File: config.mk
export PLATFORM = sky130hd
export DESIGN_NAME = ex_ctrl
export DESIGN_NICKNAME = d
export VERILOG_FILES = /design/src/rtl/ex_ctrl.sv
export SDC_FILE = /design/constraint.sdc
export NUM_CORES = 1
export LEC_CHECK = 0
export CAP_MARGIN = 20
export CELL_PAD_IN_SITES_DETAIL_PLACEMENT = 0
export CELL_PAD_IN_SITES_GLOBAL_PLACEMENT = 1
export CORE_UTILIZATION = 20
export DETAILED_ROUTE_END_ITERATION = 16
export GPL_TIMING_DRIVEN = 0
export PLACE_DENSITY_LB_ADDON = 0.1
export RECOVER_POWER = 50
export REMOVE_ABC_BUFFERS = 1
export SYNTH_ARGS = -nofsm -noshare
export SYNTH_HDL_FRONTEND = slang
export SYNTH_SLANG_ARGS = --single-unit
export TNS_END_PERCENT = 1
File: constraint.sdc
create_clock -name clk -period 3.5 [get_ports clk]
set_clock_uncertainty 0.1 [all_clocks]
set_input_delay 1.05 -clock clk [delete_from_list [all_inputs] [get_ports clk]]
set_output_delay 1.05 -clock clk [all_outputs]
set_load 0.1 [all_outputs]
File: src/rtl/ex_ctrl.sv
// Execute-stage sequencing controller: issue / load-use stall / hold with operand replay.
// Optional performance counters are built when EX_CTRL_PERF_EN is defined.
`ifndef REG_INDEX_BUS
`define REG_INDEX_BUS 5
`endif

module ex_ctrl (
   input  logic                      clk,
   input  logic                      rst,
   input  logic                      ex_ctrl_inst_valid_i,
   input  logic                      ex_ctrl_flush_i,
   input  logic                      ex_ctrl_mem_ready_i,
   input  logic                      ex_ctrl_id2ex_rs1_en_i,
   input  logic                      ex_ctrl_id2ex_rs2_en_i,
   input  logic [`REG_INDEX_BUS-1:0] ex_ctrl_id2ex_rs1_index_i,
   input  logic [`REG_INDEX_BUS-1:0] ex_ctrl_id2ex_rs2_index_i,
   input  logic                      ex_ctrl_ex2mem_valid_i,
   input  logic                      ex_ctrl_ex2mem_mem_read_i,
   input  logic                      ex_ctrl_ex2mem_rd_en_i,
   input  logic [`REG_INDEX_BUS-1:0] ex_ctrl_ex2mem_rd_index_i,
   output logic                      ex_ctrl_ex_valid_o,
   output logic                      ex_ctrl_ex_ready_o,
   output logic                      ex_ctrl_rs1_buffered_o,
   output logic                      ex_ctrl_rs2_buffered_o,
   output logic                      ex_ctrl_rs1_src_buffer_o,
   output logic                      ex_ctrl_rs2_src_buffer_o,
   output logic                      ex_ctrl_lu_stall_o,
   output logic [31:0]               ex_ctrl_hold_cnt_o,
   output logic [31:0]               ex_ctrl_lu_cnt_o
);

   typedef enum logic {
      RUN  = 1'b0,
      HOLD = 1'b1
   } state_t;

   state_t state_p1, state_d;
   logic   buf1_p1, buf2_p1, buf1_d, buf2_d;
   logic   lu;
   logic   ex_valid, ex_ready, rs1_buf, rs2_buf, lu_stall;
   logic   rs1_hit, rs2_hit;

   // Load in ex2mem whose rd feeds an id2ex source; x0 never creates a dependency.
   assign rs1_hit = ex_ctrl_id2ex_rs1_en_i &&
                    (ex_ctrl_id2ex_rs1_index_i == ex_ctrl_ex2mem_rd_index_i);
   assign rs2_hit = ex_ctrl_id2ex_rs2_en_i &&
                    (ex_ctrl_id2ex_rs2_index_i == ex_ctrl_ex2mem_rd_index_i);
   assign lu = ex_ctrl_ex2mem_valid_i && ex_ctrl_ex2mem_mem_read_i &&
               ex_ctrl_ex2mem_rd_en_i && (ex_ctrl_ex2mem_rd_index_i != '0) &&
               (rs1_hit || rs2_hit);

   always_ff @(posedge clk or negedge rst) begin
      if (!rst) begin
         state_p1 <= RUN;
         buf1_p1  <= 1'b0;
         buf2_p1  <= 1'b0;
      end else begin
         state_p1 <= state_d;
         buf1_p1  <= buf1_d;
         buf2_p1  <= buf2_d;
      end
   end

   always_comb begin
      state_d  = state_p1;
      buf1_d   = buf1_p1;
      buf2_d   = buf2_p1;
      ex_valid = 1'b0;
      ex_ready = 1'b0;
      rs1_buf  = 1'b0;
      rs2_buf  = 1'b0;
      lu_stall = 1'b0;
      if (ex_ctrl_flush_i) begin
         ex_ready = 1'b1;
         state_d  = RUN;
         buf1_d   = 1'b0;
         buf2_d   = 1'b0;
      end else begin
         case (state_p1)
            RUN: begin
               if (!ex_ctrl_inst_valid_i) begin
                  ex_ready = 1'b1;
               end else if (lu) begin
                  lu_stall = 1'b1;
               end else begin
                  ex_valid = 1'b1;
                  ex_ready = ex_ctrl_mem_ready_i;
                  // Capture on the same edge the datapath buffer loads, then replay in HOLD.
                  if (!ex_ctrl_mem_ready_i) begin
                     rs1_buf = ex_ctrl_id2ex_rs1_en_i;
                     rs2_buf = ex_ctrl_id2ex_rs2_en_i;
                     buf1_d  = ex_ctrl_id2ex_rs1_en_i;
                     buf2_d  = ex_ctrl_id2ex_rs2_en_i;
                     state_d = HOLD;
                  end
               end
            end
            HOLD: begin
               ex_valid = 1'b1;
               ex_ready = ex_ctrl_mem_ready_i;
               if (ex_ctrl_mem_ready_i) begin
                  state_d = RUN;
                  buf1_d  = 1'b0;
                  buf2_d  = 1'b0;
               end
            end
            default: begin
               state_d = RUN;
               buf1_d  = 1'b0;
               buf2_d  = 1'b0;
            end
         endcase
      end
   end

   // Combinational controls are held low for the whole reset interval.
   assign ex_ctrl_ex_valid_o       = rst & ex_valid;
   assign ex_ctrl_ex_ready_o       = rst & ex_ready;
   assign ex_ctrl_rs1_buffered_o   = rst & rs1_buf;
   assign ex_ctrl_rs2_buffered_o   = rst & rs2_buf;
   assign ex_ctrl_lu_stall_o       = rst & lu_stall;
   assign ex_ctrl_rs1_src_buffer_o = buf1_p1;
   assign ex_ctrl_rs2_src_buffer_o = buf2_p1;

`ifdef EX_CTRL_PERF_EN
   logic [31:0] hold_cnt_p1, lu_cnt_p1;

   always_ff @(posedge clk or negedge rst) begin
      if (!rst) begin
         hold_cnt_p1 <= '0;
         lu_cnt_p1   <= '0;
      end else begin
         if ((state_p1 == HOLD) && !ex_ctrl_flush_i)
            hold_cnt_p1 <= hold_cnt_p1 + 32'd1;
         if (lu_stall)
            lu_cnt_p1 <= lu_cnt_p1 + 32'd1;
      end
   end

   assign ex_ctrl_hold_cnt_o = hold_cnt_p1;
   assign ex_ctrl_lu_cnt_o   = lu_cnt_p1;
`else
   assign ex_ctrl_hold_cnt_o = '0;
   assign ex_ctrl_lu_cnt_o   = '0;
`endif

endmodule
==> results of run 1 <==
[layout make-up]
cell class	count	area, sq um
Timing Repair Buffer	36	334
Sequential cell	3	75.1
Fill cell	473	3260
Multi-Input combinational cell	112	631
Clock buffer	4	45.0
Inverter	2	7.51
Tap cell	52	65.1
[worst register-to-register path, stage by stage, from the launching register on]
cell,delay (ns)
dfrtp_1,0.48
nor2b_4,0.20
a22oi_1,0.08
o2bb2ai_1,0.16
nand2_1,0.08
mux2i_1,0.12
[cells by family after synthesis]
family	count (synthesis)	share of synthesized area
other cells	1	0.00402
flops	3	0.0804
xor+xnor	10	0.0938
buf+inv	69	0.544
mux	2	0.0214
simple gates	24	0.177
compound gates	12	0.0791
[timing repair]
item / 4_1_cts / 5_1_grt
pin swaps: 19 / 15
buffers inserted: 3 / 2
gates resized for setup: 74 / 16
setup endpoints to repair: 5 / 4
endpoints found under the hold margin: 0 / 0
[final timing paths]
check / slack [ns] / endpoint / cells after the start / from
max: 0.08 / ex_ctrl_rs2_buffered_o / 7 / ex_ctrl_id2ex_rs2_index_i[4]
min: 0.48 / ex_ctrl_rs2_src_buffer_o / 2 / ex_ctrl_rs2_src_buffer_o
max reg2reg: 2.22 / ex_ctrl_rs1_src_buffer_o / 5 / state_p1
min reg2reg: 0.48 / ex_ctrl_rs2_src_buffer_o / 2 / ex_ctrl_rs2_src_buffer_o
max in group asynchronous: 2.31 / state_p1 / 1 / rst
min in group asynchronous: 0.74 / ex_ctrl_rs1_src_buffer_o / 1 / rst
[power by group through the flow]
| stage | Combinational [mW] | Clock (mW) | Sequential [mW] |
|---|---|---|---|
| 2_1_floorplan | 0.335 | 0 | 0.0465 |
| 3_3_place_gp | 0.387 | 0 | 0.0397 |
| 3_5_place_dp | 0.387 | 0 | 0.0398 |
| 4_1_cts | 0.390 | 0.103 | 0.0397 |
| 5_1_grt | 0.401 | 0.107 | 0.0401 |
| 6_report | 0.392 | 0.100 | 0.0397 |
[layer usage]
layer  track usage  share of wire  vias up
met2         0.142           0.58       57
met3        0.0130          0.078        2
met5             0              0        -
met1        0.0650           0.33      306
li1              -              -      337
met4        0.0267         0.0078        0
[registers in the layout, summed over array words and instances (netlist names)]
name,count
ex_ctrl_rs2_src_buffer_o,1
state_p1,1
ex_ctrl_rs1_src_buffer_o,1
[metrics by stage]
stage          utilization  area, sq um  hold WS, ns  TNS (ns)
4_1_cts              0.262         1160        0.490         0
6_report             0.262         1160        0.482         0
2_1_floorplan            -          669        0.481     -2.93
3_3_place_gp         0.237         1040        0.483     -5.91
5_1_grt              0.262         1160        0.509         0
3_5_place_dp         0.237         1040        0.484     -5.90
[cells in the mapped netlist (all sizes together)]
cell type	count	share of area
nor2b	2	0.021
buf	65	0.53
nand3	3	0.016
conb	1	0.0040
nand2	9	0.036
xnor2	10	0.094
inv	2	0.0080
nor3b	1	0.0080
dfrtp	3	0.080
nor3	1	0.0054
o21ai	4	0.021
nand4	3	0.027
o2bb2ai	2	0.019
mux2i	2	0.021
nor2	3	0.012
a21oi	3	0.016
o22ai	1	0.0067
nor4b	2	0.051
clkbuf	2	0.0094
a22oi	2	0.016
[layout by cell type (no fill, tap or decap), types with 2 or more instances in the layout]
cell / count
o2bb2ai_1: 2
conb_1: 64
dfrtp_1: 3
clkbuf_2: 6
nand4_1: 2
clkdlybuf4s15_1: 8
mux2i_1: 2
nor2_1: 3
a21oi_1: 2
nor2b_4: 2
o21ai_1: 2
buf_4: 5
nand2_1: 9
nand3_1: 2
buf_6: 2
dlygate4sd2_1: 5
a22oi_1: 2
buf_12: 2
nor4b_4: 2
xnor2_1: 10
clkbuf_8: 3
clkdlybuf4s50_1: 6
==> flow_metrics.tcl, run 1 <==
set metrics [dict create \
    cp.required_ns 2.35 \
    coreArea_sq_um 4410 \
    p_seq_frac 0.075 \
    drive_gt1_frac 0.197 \
    antenna_found_initial 0 \
    fp-row-count 24 \
    numPortBuffers 31 \
    cts.sinks 3 \
    rsz0062_at_grt "no" \
    power_frac_clock 0.188 \
    die_height_um 70.3 \
    synth_area_per_cell_sq_um 7.71 \
    antennaDiodeCount 0 \
    crit_slowest_cell "nor2b_4" \
    grt_overflow_total 0 \
    wl_per_cell_um 8.61 \
    drcViolationCount 0 \
    synthDistinctLibCells 25 \
    clock_latency_ns 0.21 \
    seq_area_frac_synth 0.0804 \
    die_w_um 70.3 \
    netlist_instances 121 \
    syn_to_final_growth_pct 24.0 \
    hold_viol 0 \
    clkTransAtPathRegs_ns 0.03 \
    worst_pin_slew_ns 0.959 \
    maxSlewViolCount 0 \
    outcome "finished clean" \
    max_stage_delay_ns 0.30 \
    cts_tree "built" \
    grt_pass1_vias 575 \
    dp_hpwl_mm 1.50 \
    end_kind "output port" \
    power.switching_mw 0.374 \
    critPathBufInv 2 \
    grt_pass1_wl_mm 2.72 \
    cp_top_family "simple AND/OR/NAND/NOR gates" \
    grt_start_max_net_pins 10 \
    worst-setup-path-type "primary input to output port" \
    clk_path_buf_depth 2 \
    numCtsBuffers 3 \
    cap_viol_max_count 0 \
    start_kind "primary input" \
    grtUsageTotal 0.0690 \
    ys_warn_count 0 \
    worstPathMaxFanout 5 \
    ctsHtreeMaxLevel 1 \
    dr.pass1.iters 4 \
    final_cells 209 \
    arrival_ns 2.27 \
    path_cells "clkdlybuf4s15_1 -> xnor2_1 -> nand4_1 -> o22ai_2 -> nor2b_4 -> nor4b_4 -> buf_6" \
    place_ws_ns -1.20 \
    avgViaCountPerCell 3.36 \
    drtAntennaViolNets 0 \
    hold_class "register to register" \
    via_count 702 \
    timing.fmax_mhz 292 \
    start_util 0.211 \
    cts_root_buf "clkbuf_8" \
    cts_hold_buf 0 \
    p_int_mw 0.158 \
    ys_ff_latch 3 \
    finalSetupViolations 0 \
    io_pins 96 \
    die_area_sq_um 4940 \
    slew_headroom 0.358 \
    combPwrFrac 0.737 \
    drt_iter0_drc 16 \
    finalWirelength_mm 1.80 \
    netlist_area_sq_um 933 \
    place_congestion 0.771 \
    ir_drop_mv 0.179 \
    fin_crit_ns 3.42 \
    setup_ws_ns 0.0782 \
    leakage_nw 0.563 \
    switching_share 0.704 \
    finish.net_count 183 \
    power.total_mw 0.531 \
    dp_cells 200 \
    p_per_area_nw_per_um2 459 \
    fin_crit_sh 0.978 \
]
Power figures use the tool's default switching activity.
==> run 2, diff against run 1 <==
--- a/config.mk
+++ b/config.mk
@@ -10,10 +10,10 @@
 export CELL_PAD_IN_SITES_GLOBAL_PLACEMENT = 1
 export CORE_UTILIZATION = 20
 export DETAILED_ROUTE_END_ITERATION = 16
+export GPL_ROUTABILITY_DRIVEN = 0
 export GPL_TIMING_DRIVEN = 0
 export PLACE_DENSITY_LB_ADDON = 0.1
 export RECOVER_POWER = 50
-export REMOVE_ABC_BUFFERS = 1
 export SYNTH_ARGS = -nofsm -noshare
 export SYNTH_HDL_FRONTEND = slang
 export SYNTH_SLANG_ARGS = --single-unit
==> run 2 against run 1 <==
  * Wire length is 21% higher
  * Register-to-register slack worse by 0.13 ns
  * Final area increased by 43%
  * Power grew 11%
  * Sequential power shrank 4%
  * Flip-flop and latch count unchanged
  * First-iteration DRC count down 13%
  * Setup slack got worse by 0.0074 ns
  * Combinational power rose by 16%
  * Sequential share of layout area down 2.0 points
  * Largest power group unchanged
==> flow_metrics.tcl, run 2 (synthesis gave the netlist of run 1 again) <==
set metrics [dict create \
    clkTransAtPathRegs_ns 0.03 \
    cts.sinks 3 \
    ir_drop_mv 0.143 \
    clk_path_buf_depth 2 \
    drcViolationCount 0 \
    slew_headroom 0.352 \
    timing.fmax_mhz 292 \
    p_per_area_nw_per_um2 357 \
    fin_crit_sh 0.980 \
    hold_viol 0 \
    whs_path_depth 2 \
    fp-row-count 24 \
    cp.required_ns 2.35 \
    start_util 0.211 \
    io_pins 96 \
    rr_worst_depth 6 \
    antenna_found_initial 0 \
    end_kind "output port" \
    worstHoldStart "ex_ctrl_rs1_src_buffer_o" \
    coreArea_sq_um 4410 \
    numPortBuffers 30 \
    dp_hpwl_mm 1.89 \
    syn_to_final_growth_pct 77.7 \
    max_stage_delay_ns 0.29 \
    cts_tree "built" \
    grt_start_max_net_pins 10 \
    via_count 873 \
    hold-path-endpoint "ex_ctrl_rs1_src_buffer_o" \
    place_ws_ns -1.30 \
    arrival_ns 2.28 \
    dr.pass1.iters 2 \
    numCtsBuffers 3 \
    drt_iter0_drc 14 \
    finish.net_count 247 \
    avgViaCountPerCell 3.20 \
    maxSlewViolCount 0 \
    ctsHtreeMaxLevel 1 \
    crit_slowest_cell "nor4b_4" \
    cts_hold_buf 0 \
    outcome "finished clean" \
    start_kind "primary input" \
    path_cells "clkdlybuf4s15_1 -> xnor2_1 -> nand4_1 -> o22ai_2 -> nor2b_4 -> nor4b_4 -> buf_6" \
    final_cell_mix "buf_4, conb_1, nand2_1, clkbuf_2, xnor2_1" \
    rsz0062_at_grt "no" \
    rr_endpoint "ex_ctrl_rs2_src_buffer_o" \
    wl_per_cell_um 7.98 \
    rr_startpoint "state_p1" \
    finalWirelength_mm 2.18 \
    nFillCells 474 \
    worstPathMaxFanout 5 \
    finalInstanceArea_sq_um 1660 \
    grt_pass1_vias 747 \
    fin_crit_ns 3.43 \
    grt_overflow_total 0 \
    placed_area_sq_um 1570 \
    clock_latency_ns 0.21 \
    antennaDiodeCount 0 \
    finalSetupViolations 0 \
    drive_gt1_frac 0.466 \
    die_height_um 70.3 \
    hold_class "register to register" \
    worst-setup-path-type "primary input to output port" \
    grt_pass1_wl_mm 3.29 \
    die_w_um 70.3 \
    drtAntennaViolNets 0 \
    final_common_cell "buf_4" \
    grtUsageTotal 0.0829 \
    cts_root_buf "clkbuf_8" \
    worst_pin_slew_ns 0.968 \
    setup_ws_ns 0.0707 \
    cap_viol_max_count 0 \
    leakage_nw 0.940 \
    die_area_sq_um 4940 \
    reg2reg_slack_ns 2.09 \
    whs_ns 0.489 \
]
[run 2: report_power, final]
part	switching [mW]	internal (mW)	leakage (nW)
Combinational	0.363	0.0932	0.877
Sequential	0.00138	0.0366	0.0406
Clock	0.0208	0.0775	0.0228
[run 2: final cells by class]
cell class | count | area (sq um) | share of cell area
Tap cell | 52 | 65.1 | 0.0392
Buffer | 66 | 489 | 0.295
Timing Repair Buffer | 34 | 302 | 0.182
Inverter | 2 | 7.51 | 0.00452
Multi-Input combinational cell | 112 | 676 | 0.407
Clock buffer | 4 | 45.0 | 0.0271
Sequential cell | 3 | 75.1 | 0.0452
[run 2: what timing repair did]
action | in CTS | in global routing
pin swaps | 19 | 15
setup endpoints to repair | 5 | 5
endpoints found under the hold margin | 0 | 0
resized for setup | 80 | 19
setup buffers | 3 | 1
cloned | 0 | 0
[run 2: worst max-delay path by stage]
stage                                             from  slack (ns)                      to  cells past startpoint
after floorplan           ex_ctrl_id2ex_rs1_index_i[3]       -0.33  ex_ctrl_rs1_buffered_o                      6
after global placement    ex_ctrl_ex2mem_rd_index_i[2]       -1.30  ex_ctrl_rs1_buffered_o                      8
after detailed placement  ex_ctrl_ex2mem_rd_index_i[0]       -1.30  ex_ctrl_rs1_buffered_o                      8
after CTS                 ex_ctrl_ex2mem_rd_index_i[3]       0.003      ex_ctrl_ex_ready_o                      7
after global routing      ex_ctrl_id2ex_rs1_index_i[3]       0.002  ex_ctrl_rs1_buffered_o                      7
final                     ex_ctrl_id2ex_rs1_index_i[0]        0.07  ex_ctrl_rs1_buffered_o                      7
[run 2: metrics by stage]
step	setup TNS (ns)	util	power [mW]	cells
2_1_floorplan	-0.871	-	0.443	184
3_3_place_gp	-6.00	0.355	0.485	266
3_5_place_dp	-6.01	0.355	0.486	266
4_1_cts	0	0.375	0.590	272
5_1_grt	0	0.376	0.613	273
6_report	0	0.376	0.592	273
[run 2: per-layer routing]
metal  routed length (um)  GRT usage  share of wire
met5                    0          0              0
met4                   27     0.0356          0.012
met3                  148     0.0173          0.068
met2                 1340      0.170           0.61
met1                  663     0.0755           0.30
[run 2: critical path, delay by kind of cell]
family | cells | cell delay [ns]
buffers and inverters | 2 | 0.44
AND/OR/NAND/NOR | 3 | 0.56
XOR/XNOR | 1 | 0.13
AO/OA/AOI/OAI | 1 | 0.09
